`config.mk`:
```
export PLATFORM = sky130hd
export DESIGN_NAME = sfifo_watermark_flat
export DESIGN_NICKNAME = d
export VERILOG_FILES = /design/src/rtl/sfifo_pkg.sv /design/src/rtl/sfifo_watermark_if.sv /design/src/rtl/sfifo_wmark_mem.sv /design/src/rtl/sfifo_watermark.sv /design/src/flat_wrapper.sv
export SDC_FILE = /design/constraint.sdc
export NUM_CORES = 1
export LEC_CHECK = 0
export ABC_AREA = 1
export ABC_CLOCK_PERIOD_IN_PS = 2100
export CAP_MARGIN = 20
export CORE_MARGIN = 3
export CORE_UTILIZATION = 40
export DETAILED_ROUTE_END_ITERATION = 7
export PLACE_DENSITY_LB_ADDON = 0.08
export SYNTH_ARGS = -nofsm -noshare
export SYNTH_HDL_FRONTEND = slang
export SYNTH_SLANG_ARGS = --single-unit
```
`constraint.sdc`:
```
create_clock -name i_clk -period 2.1 [get_ports i_clk]
set_clock_uncertainty 0.05 [all_clocks]
set_input_delay 0.42 -clock i_clk [delete_from_list [all_inputs] [get_ports i_clk]]
set_output_delay 0.42 -clock i_clk [all_outputs]
set_load 0.02 [all_outputs]
```
`src/rtl/sfifo_pkg.sv`:
```
// Shared constants for the watermark FIFO: watermark state encoding and
// the bit positions of the interrupt enable mask.
package sfifo_pkg;

    // Watermark state encoding (kept as plain constants for legacy tools).
    localparam logic [0:0] WM_BELOW = 1'b0;
    localparam logic [0:0] WM_ABOVE = 1'b1;

    // Bit positions inside i_int_en = {underflow, overflow, watermark}.
    localparam int INT_WMARK = 0;
    localparam int INT_OVF   = 1;
    localparam int INT_UNF   = 2;

endpackage

```
`src/rtl/sfifo_watermark_if.sv`:
```
// Write/read handshake bundle of the watermark FIFO. The FIFO takes the
// slave side; whoever pushes and pops data takes the master side.
interface sfifo_watermark_if #(
    parameter int BW     = 8,
    parameter int LGFLEN = 4
);
    logic              i_wr;
    logic [BW-1:0]     i_data;
    logic              o_full;
    logic [LGFLEN:0]   o_fill;
    logic              i_rd;
    logic [BW-1:0]     o_data;
    logic              o_empty;

    modport master (
        output i_wr, i_data, i_rd,
        input  o_full, o_fill, o_data, o_empty
    );

    modport slave (
        input  i_wr, i_data, i_rd,
        output o_full, o_fill, o_data, o_empty
    );
endinterface

```
`src/rtl/sfifo_wmark_mem.sv`:
```
// Storage for the watermark FIFO: register array with a synchronous write
// port and an asynchronous (combinational) read port.
module sfifo_wmark_mem #(
    parameter int BW     = 8,
    parameter int LGFLEN = 4
) (
    input  logic              i_clk,
    input  logic              i_we,
    input  logic [LGFLEN-1:0] i_waddr,
    input  logic [BW-1:0]     i_wdata,
    input  logic [LGFLEN-1:0] i_raddr,
    output logic [BW-1:0]     o_rdata
);
    logic [BW-1:0] mem [1 << LGFLEN];

    // Synchronous write of one entry.
    // NOTE: the array has no reset; contents are only meaningful once the
    // pointers say so, and a reset here would turn the array into flops with
    // a reset tree for no functional gain.
    always_ff @(posedge i_clk) begin
        if (i_we)
            mem[i_waddr] <= i_wdata;
    end

    assign o_rdata = mem[i_raddr];
endmodule

```
`src/rtl/sfifo_watermark.sv`:
```
// Synchronous FIFO with fill level, hysteretic watermark, sticky
// overflow/underflow flags and a registered masked interrupt.
module sfifo_watermark
    import sfifo_pkg::*;
#(
    parameter int BW     = 8,
    parameter int LGFLEN = 4
) (
    input  logic                i_clk,
    input  logic                i_reset,
    sfifo_watermark_if.slave    bus,
    input  logic [LGFLEN:0]     i_high_thresh,
    input  logic [LGFLEN:0]     i_low_thresh,
    input  logic [2:0]          i_int_en,
    input  logic                i_clr_err,
    output logic                o_wmark,
    output logic                o_overflow,
    output logic                o_underflow,
    output logic                o_int
);
    localparam logic [LGFLEN:0] FULL_FILL = {1'b1, {LGFLEN{1'b0}}};

    logic [LGFLEN-1:0] wr_ptr, rd_ptr;
    logic [LGFLEN:0]   fill_q, nf;
    logic              full_q, empty_q;
    logic [0:0]        wm_state, wm_next;
    logic              ovf_next, unf_next;
    logic              w_wr, w_rd;

    // A write into a full FIFO is refused even if a read frees a slot in
    // the same cycle; this keeps the full flag a pure registered decision.
    assign w_wr = bus.i_wr && !full_q;
    assign w_rd = bus.i_rd && !empty_q;

    assign bus.o_fill  = fill_q;
    assign bus.o_full  = full_q;
    assign bus.o_empty = empty_q;
    assign o_wmark     = (wm_state == WM_ABOVE);

    // The array has no reset, so a write coinciding with reset is blocked
    // here to keep storage consistent with the cleared pointers.
    sfifo_wmark_mem #(
        .BW     (BW),
        .LGFLEN (LGFLEN)
    ) u_mem (
        .i_clk   (i_clk),
        .i_we    (w_wr && !i_reset),
        .i_waddr (wr_ptr),
        .i_wdata (bus.i_data),
        .i_raddr (rd_ptr),
        .o_rdata (bus.o_data)
    );

    // Next fill level from this cycle's accepted operations.
    // NOTE: every combinational output gets a default first so no path
    // leaves it unassigned, which would infer a latch.
    always_comb begin
        nf = fill_q;
        if (w_wr && !w_rd)
            nf = fill_q + 1'b1;
        else if (!w_wr && w_rd)
            nf = fill_q - 1'b1;
    end

    // Watermark next state: hysteresis, with set winning when the
    // thresholds overlap.
    always_comb begin
        wm_next = wm_state;
        if (i_low_thresh >= i_high_thresh)
            wm_next = (nf >= i_high_thresh) ? WM_ABOVE : WM_BELOW;
        else if (wm_state == WM_BELOW && nf >= i_high_thresh)
            wm_next = WM_ABOVE;
        else if (wm_state == WM_ABOVE && nf <= i_low_thresh)
            wm_next = WM_BELOW;
    end

    // Sticky error flags: a new error in the clear cycle keeps the flag set.
    assign ovf_next = (bus.i_wr && full_q)  || (o_overflow  && !i_clr_err);
    assign unf_next = (bus.i_rd && empty_q) || (o_underflow && !i_clr_err);

    // Pointers, fill and status flags, all registered from nf.
    // NOTE: sequential state uses non-blocking assignments so every
    // register samples pre-edge values regardless of statement order.
    always_ff @(posedge i_clk or posedge i_reset) begin
        if (i_reset) begin
            wr_ptr  <= '0;
            rd_ptr  <= '0;
            fill_q  <= '0;
            full_q  <= 1'b0;
            empty_q <= 1'b1;
        end else begin
            if (w_wr)
                wr_ptr <= wr_ptr + 1'b1;
            if (w_rd)
                rd_ptr <= rd_ptr + 1'b1;
            fill_q  <= nf;
            full_q  <= (nf == FULL_FILL);
            empty_q <= (nf == '0);
        end
    end

    // Watermark state, error flags and the interrupt aligned with them.
    always_ff @(posedge i_clk or posedge i_reset) begin
        if (i_reset) begin
            wm_state    <= WM_BELOW;
            o_overflow  <= 1'b0;
            o_underflow <= 1'b0;
            o_int       <= 1'b0;
        end else begin
            wm_state    <= wm_next;
            o_overflow  <= ovf_next;
            o_underflow <= unf_next;
            o_int       <= (i_int_en[INT_WMARK] && (wm_next == WM_ABOVE))
                         | (i_int_en[INT_OVF]   && ovf_next)
                         | (i_int_en[INT_UNF]   && unf_next);
        end
    end
endmodule

```
`src/flat_wrapper.sv`:
```
// flat-port wrapper written by rule: the top's interface ports become plain ports
module sfifo_watermark_flat import sfifo_pkg::*;
#(
    parameter int BW     = 8,
    parameter int LGFLEN = 4
)
  (i_clk, i_reset, i_high_thresh, i_low_thresh, i_int_en, i_clr_err, o_wmark, o_overflow, o_underflow, o_int, bus_i_wr, bus_i_data, bus_i_rd, bus_o_full, bus_o_fill, bus_o_data, bus_o_empty);
  sfifo_watermark_if #(.BW(BW), .LGFLEN(LGFLEN)) bus_i ();
  input  logic i_clk;
  input  logic i_reset;
  input  logic [LGFLEN:0] i_high_thresh;
  input  logic [LGFLEN:0] i_low_thresh;
  input  logic [2:0] i_int_en;
  input  logic i_clr_err;
  output logic o_wmark;
  output logic o_overflow;
  output logic o_underflow;
  output logic o_int;
  input wire logic [$bits(bus_i.i_wr)-1:0] bus_i_wr;
  input wire logic [$bits(bus_i.i_data)-1:0] bus_i_data;
  input wire logic [$bits(bus_i.i_rd)-1:0] bus_i_rd;
  output wire logic [$bits(bus_i.o_full)-1:0] bus_o_full;
  output wire logic [$bits(bus_i.o_fill)-1:0] bus_o_fill;
  output wire logic [$bits(bus_i.o_data)-1:0] bus_o_data;
  output wire logic [$bits(bus_i.o_empty)-1:0] bus_o_empty;
  assign bus_i.i_wr = bus_i_wr;
  assign bus_i.i_data = bus_i_data;
  assign bus_i.i_rd = bus_i_rd;
  assign bus_o_full = bus_i.o_full;
  assign bus_o_fill = bus_i.o_fill;
  assign bus_o_data = bus_i.o_data;
  assign bus_o_empty = bus_i.o_empty;
  sfifo_watermark #(.BW(BW), .LGFLEN(LGFLEN)) u_core (.i_clk(i_clk), .i_reset(i_reset), .bus(bus_i), .i_high_thresh(i_high_thresh), .i_low_thresh(i_low_thresh), .i_int_en(i_int_en), .i_clr_err(i_clr_err), .o_wmark(o_wmark), .o_overflow(o_overflow), .o_underflow(o_underflow), .o_int(o_int));
endmodule
```
==> metrics.txt, run 1 <==
Synth top area share=0.574; die width=135 um; total gr overflow=0; failing checks=negative setup slack; CTS tree=built; root buffer cell=clkbuf_16; Worst-Skew Late Latency=slightly above 400 ps; Worst Setup Path Type=flop to output port; Arrival @ worst endpoint=1890 ps; Seq/Total Area, Yosys=0.646; IO Port Bufs=44; All-Layer GR Usage=0.178; FF+latch count, synth=147; status=complete, but fails checks; Mapped Area=0.00669 mm2; fmax=roughly 0.42 GHz; reg2reg end=u_core.o_wmark$_DFF_PP0_; post-synthesis cell count=approximately 600; Cell Pwr Density=1340 mW/mm2; I/O pins=45; Setup WS post-layout=-258 ps; CTS max path bufs=2; CTS Buf Count=17; Worst-Margin Slew=slightly above 600 ps; placed cells=903; largest net degree at the start of global routing=37; RSZ-0062 raised after global routing=yes; Core Area=approximately 0.016 mm2; Max IR drop VDD=0.671 mV; multi-input logic area=~0.0022 mm2; Via density=4.91; Hold WC Path Type=input port to asynchronous set/reset pin; die area=0.0183 mm2; Synth-to-Final Area Change=33.1%; Detailed Route WL=15.9 mm; antenna viol nets, final=0; ant diodes=0; r2r setup slk=30 ps; area leader, netlist=edfxtp_1; filler cell count=1397; Starting Density=0.415; Slew HR=0.590; Clock transition at path regs=60 ps; Final Wtd Congestion=0.824; num rows=46; Final Hold Viols=0; static leakage=about 0.0036 uW; DR vias=4668; Design Power=between 10000 and 15000 uW; Max Cap Viol=0; Final nets=just under 800; initial antenna violation count=0; startpoint types=flop; Synth cell types=29; post-route insts no fill=951; CTS H-Tree Depth=4; Sink Count=147; First DRT Iteration DRCs=about 350; drt pass-1 iters=5; register area=between 0.004 and 0.005 mm2; Worst R2R Start=u_core.bus.o_empty$_DFF_PP1_; DRC viols=0; synthesized area per cell=10.9 um2; Critical Path Fanout Max=12; Final HPWL DP=10.3 mm; Slew Viols, Final=0; Reg2Reg Depth=15; Worst Setup End Kind=output port; syn_nets=660; ratio of cells with drive above 1 in the final layout=0.264; Die Ht=roughly 140 um; synth top area cells=edfxtp_1 57%, dfrtp_1 6.7%, inv_1 5.7%, nand2_1 5.3%, nand3_1 4.3%; DR WL/cell=around 17 um; first-pass GRT wire length=24.7 mm; Tmin final=about 2400 ps; vias in the first global route=about 4500; Yosys warnings=0; Final Cycle Share=1.12; CP required=1630 ps; number of setup violations in the final report=8
-- synth_stat cells --
library cell    n
inv_2           2
xor2_1          4
a21oi_1        36
xnor2_1         2
nor2_2          1
nand2_2         3
nand3_2         2
and2_1          1
nor2_8          1
nor2_1         31
nand4_1         1
buf_2          19
nand2_1        95
nand3b_1        2
edfxtp_1      128
clkinv_1        1
buf_1           2
ha_1           22
dfrtp_1        18
inv_1         102
nand2_4         3
o21bai_1        1
o22ai_1         2
dfstp_2         1
o211ai_1       32
nand3_1        58
clkbuf_1        4
nor2_4          2
o21ai_0        36
-- power by group --
group	switching, uW	leakage, uW	internal [uW]
clock	1100	0.000267	1720
sequential	219	0.00137	3470
combinational	3020	0.00197	2430
total	4340	0.00361	7620
-- flip-flops by register name, summed over array words and instances, names as in the netlist --
signal and flops:
u_core.o_wmark 1, u_core.o_int 1, u_core.o_underflow 1, u_core.bus.o_fill 5, u_core.wr_ptr 4, u_core.bus.o_full 1, u_core.o_overflow 1, u_core.u_mem.mem 128
u_core.rd_ptr 4, u_core.bus.o_empty 1
-- critical path: stages (launching register included) --
cell,delay (ps)
dfrtp_4,490
buf_6,160
clkbuf_16,170
a21oi_1,160
o21ai_1,80
nand3_1,100
nand3_2,90
nand2_2,100
buf_6,120
-- how the worst max path moves through the flow --
stage	start	to	slack (ps)
finish	u_core.rd_ptr[0]$_DFFE_PP0P_	bus_o_data[5]	-260
floorplan	u_core.bus.o_full$_DFF_PP0_	u_core.o_wmark$_DFF_PP0_	10
global placement	bus_i_wr	u_core.o_wmark$_DFF_PP0_	-480
global route	u_core.rd_ptr[0]$_DFFE_PP0P_	bus_o_data[6]	-330
CTS	u_core.rd_ptr[0]$_DFFE_PP0P_	bus_o_data[5]	-280
detailed placement	bus_i_wr	u_core.o_wmark$_DFF_PP0_	-530
-- metal layers --
metal | GRT usage | routed length, um | share of wire
met5 | 0 | 0 | 0
met4 | 0.0459 | 133 | 0.0084
met3 | 0.0416 | 597 | 0.038
met2 | 0.274 | 7480 | 0.47
met1 | 0.255 | 7640 | 0.48
-- cell usage in the layout, fill, tap and decap left out, types with 4 or more instances in the layout --
cell and n:
nor2_1 27, clkinv_2 5, o21ai_0 15, a21oi_1 23, o211ai_1 32, ha_1 13
nand2_2 17, xor2_1 4, nand3_1 45, buf_4 57, buf_12 8, clkbuf_16 20
clkdlybuf4s50_1 33, inv_2 8, dfrtp_2 5, nand2_1 79, a21oi_2 12, nor2_4 4
nand2_4 5, buf_6 11, inv_1 94, nand3_2 15, edfxtp_1 128, dfrtp_1 12
o21ai_1 19, ha_4 9
-- cell type report --
cell class / count / share of cell area
Multi-Input combinational cell: 335 / 0.244
Clock buffer: 19 / 0.0486
Clock inverter: 12 / 0.0131
Tap cell: 216 / 0.0303
Sequential cell: 147 / 0.486
Inverter: 105 / 0.0448
Timing Repair Buffer: 117 / 0.133
-- stage by stage --
stage               hold WS (ps)  utilization  worst slack (ps)  setup TNS (ps)  area [um2]
finish                       199        0.553              -258           -1810        8910
global route                 206        0.553              -327           -2780        8910
CTS                          185        0.529              -281           -2050        8520
detailed placement           497        0.483              -526          -15400        7790
global placement             492        0.483              -476          -11710        7790
floorplan                    354            -              9.80               0        6700
-- cell families after synthesis --
logic type	share of synthesized area
buffers and inverters	0.0765
flip-flops	0.646
AND/OR/NAND/NOR	0.136
adder cells (fa/ha/maj)	0.0411
AO/OA/AOI/OAI	0.0927
XOR/XNOR	0.00785
-- what timing repair did --
action | 4_1_cts | 5_1_grt
gates cloned | 2 | 3
hold endpoints to repair | 0 | 0
hold buffers | 0 | 0
resized for setup | 93 | 63
buffers inserted | 4 | 9
pin swaps | 23 | 40
setup endpoints to repair | 11 | 10
No activity file was read; power rests on OpenSTA's default activity.
==> inputs of run 2 (changes only) <==
- REMOVE_ABC_BUFFERS: unset -> 1
==> run 2 against run 1 <==
Compared with the run above: the flow still finishes with violations (negative setup slack); critical path depth is the same; sequential power is essentially flat; utilization grew 0.85 points; via count grew 0.43%; die area is the same; combinational power grew 3%; first-iteration DRC count shrank 38%; largest power group unchanged; setup slack gained 3.2 ps; non-clock buffer count grew 10; routed wire length shrank 0.84%; sequential cell count is the same; final cell count grew 1.2%.
==> metrics.txt, run 2 (same netlist as run 1, synthesis figures left out) <==
register with the most flip-flops=u_core.u_mem.mem; Largest delay share family, worst path=flip-flops; Clk pwr share=0.237 (about the same); status=complete, but fails checks; number of setup violations in the final report=9 (+1); M1 GR Usage=0.235 (-0.0202); Core Area=0.0161 mm2 (unchanged); Final HPWL DP=10.2 mm (-1.4%); num rows=46 (unchanged); startpoint types=flop; failing checks=negative setup slack; First DRT Iteration DRCs=215 (-38%); DR WL/cell=16.3 um (-2.0%); Worst-Skew Late Latency=420 ps (about the same); utilization after layout=0.561 (+0.00854); commonest non-fill, non-tap cell in the layout=edfxtp_1; first-pass GRT wire length=24.6 mm (-0.39%); Via density=4.87 (-0.72%); max FFs per register=128 (unchanged); Sw Share=0.360 (-0.00267); Arrival @ worst endpoint=1880 ps (about the same); initial antenna violation count=0 (unchanged); Synth-to-Final Area Change=35.1%; Slew HR=0.545 (-0.0449); root buffer cell=clkbuf_16; Comb pwr share=0.460 (+0.004); CP cell instances=buf_12 -> buf_12 -> a21oi_2 -> o21ai_1 -> nand3_1 -> nand3_2 -> nand2_2 -> buf_6; largest net degree at the start of global routing=25 (-32%); post-route setup TNS=-1870 ps (-58.8 ps); Detailed Route WL=15.7 mm (-0.84%); routing usage on met2=0.296 (+0.0221); CTS H-Tree Depth=4 (unchanged); antenna viol nets, final=0 (unchanged); Max Cap Viol=0 (unchanged); Tmin final=2350 ps (-3.15 ps); RSZ-0062 raised after global routing=yes; Starting Density=0.415 (unchanged); ratio of cells with drive above 1 in the final layout=0.277 (+0.0135); Critical Path Fanout Max=12 (unchanged); die area=0.0183 mm2 (unchanged); Worst Setup Path Type=flop to output port; Hold WC Path Type=input port to asynchronous set/reset pin; area post-placement=0.00782 mm2 (+0.45%); vias in the first global route=4546 (-0.022%); Worst-Margin Slew=680 ps (+67.1 ps); CP required=1630 ps (about the same); All-Layer GR Usage=0.179 (+0.00147); final instance area=0.00904 mm2 (+1.5%); commonest non-fill, non-tap cells in the layout=128 x edfxtp_1, 93 x inv_1, 74 x nand2_1; CTS max path bufs=2 (unchanged); Cell Pwr Density=1350 mW/mm2 (+0.52%); drt pass-1 iters=4 (-1); DR vias=4688 (+0.43%); DRC viols=0 (unchanged); total gr overflow=0 (unchanged); Max IR drop VDD=0.787 mV (+17%); fmax=0.425 GHz (+0.13%); Final Wtd Congestion=0.839 (+1.8%); Setup WS post-layout=-255 ps (+3.15 ps); grt peak-use layer=met2; Slew Viols, Final=0 (unchanged); IO Port Bufs=44 (unchanged); Worst Setup End Kind=output port; CTS Buf Count=17 (unchanged); die width=135 um (unchanged); Final Cycle Share=1.12 (-0.00150); I/O pins=45 (unchanged); ant diodes=0 (unchanged); Sink Count=147 (unchanged); Psw=4400 uW (+1.3%); Top cell by count, worst path=buf_12; Final nets=781 (+1.3%); Final Hold Viols=0 (unchanged); static leakage=0.00369 uW (+2.1%); largest stage delay on the critical path=510 ps (+20 ps); Die Ht=135 um (unchanged); dpl ws=-506 ps (+20.2 ps); WP buf/inv=3 (unchanged); sequential power share=0.303 (-0.005); GR Layer Usage met3=0.0379 (-0.00371); P_int=7820 uW (+2.5%); Clock transition at path regs=60 ps (about the same); CTS tree=built; CP max-delay cell=dfrtp_4
run 2: cell type report:
type | count | area, um2
Timing Repair Buffer | 127 | 1310
Fill cell | 1400 | 7070
Clock buffer | 17 | 425
Clock inverter | 15 | 143
Tap cell | 216 | 270
Inverter | 105 | 402
Multi-Input combinational cell | 335 | 2170
Sequential cell | 147 | 4330
run 2: through the flow:
| stage | std cells | hold slack, ps | total power, uW |
|---|---|---|---|
| detailed placement | 908 | 509 | 8020 |
| global placement | 908 | 499 | 7960 |
| finish | 962 | 214 | 12200 |
| floorplan | 587 | 354 | 6090 |
| CTS | 954 | 183 | 11700 |
| global route | 962 | 222 | 13000 |
run 2: path summary, 6_finish.rpt:
path	start	end	slack, ps	cells past startpoint
max	u_core.rd_ptr[0]$_DFFE_PP0P_	bus_o_data[7]	-250	8
min	i_reset	u_core.wr_ptr[2]$_DFFE_PP0N_	210	2
max reg2reg	u_core.bus.o_fill[1]$_DFF_PP0_	u_core.o_wmark$_DFF_PP0_	0	18
min reg2reg	u_core.o_underflow$_DFF_PP0_	u_core.o_underflow$_DFF_PP0_	520	2
max in group asynchronous	i_reset	u_core.bus.o_empty$_DFF_PP1_	1190	3
min in group i_clk	bus_i_wr	u_core.wr_ptr[0]$_DFFE_PP0N_	420	4
run 2: power by group through the flow:
stage / Combinational [uW] / Sequential [uW] / Clock (uW)
floorplan: 1970 / 4110 / 0
global placement: 4220 / 3740 / 0
detailed placement: 4270 / 3750 / 0
CTS: 5090 / 3680 / 2960
global route: 6150 / 3730 / 3080
finish: 5620 / 3700 / 2900
run 2: layer usage:
| layer | routed length [um] | up-vias |
|---|---|---|
| li1 | - | 2332 |
| met1 | 7080 | 2241 |
| met2 | 7970 | 96 |
| met3 | 493 | 19 |
| met4 | 176 | 0 |
| met5 | 0 | - |
run 2: what timing repair did:
item	in CTS	in global routing
gates resized for setup	111	62
pin swaps	42	44
setup endpoints to repair	10	11
cloned	4	3
hold buffers	0	0
buffers inserted	10	5
==> inputs of run 3 (changes only) <==
- HOLD_SLACK_MARGIN: unset -> 0.12
- SLEW_MARGIN: unset -> 25
==> results of run 3 <==
The final DEF is identical to that of run 2; final timing and power are the same.
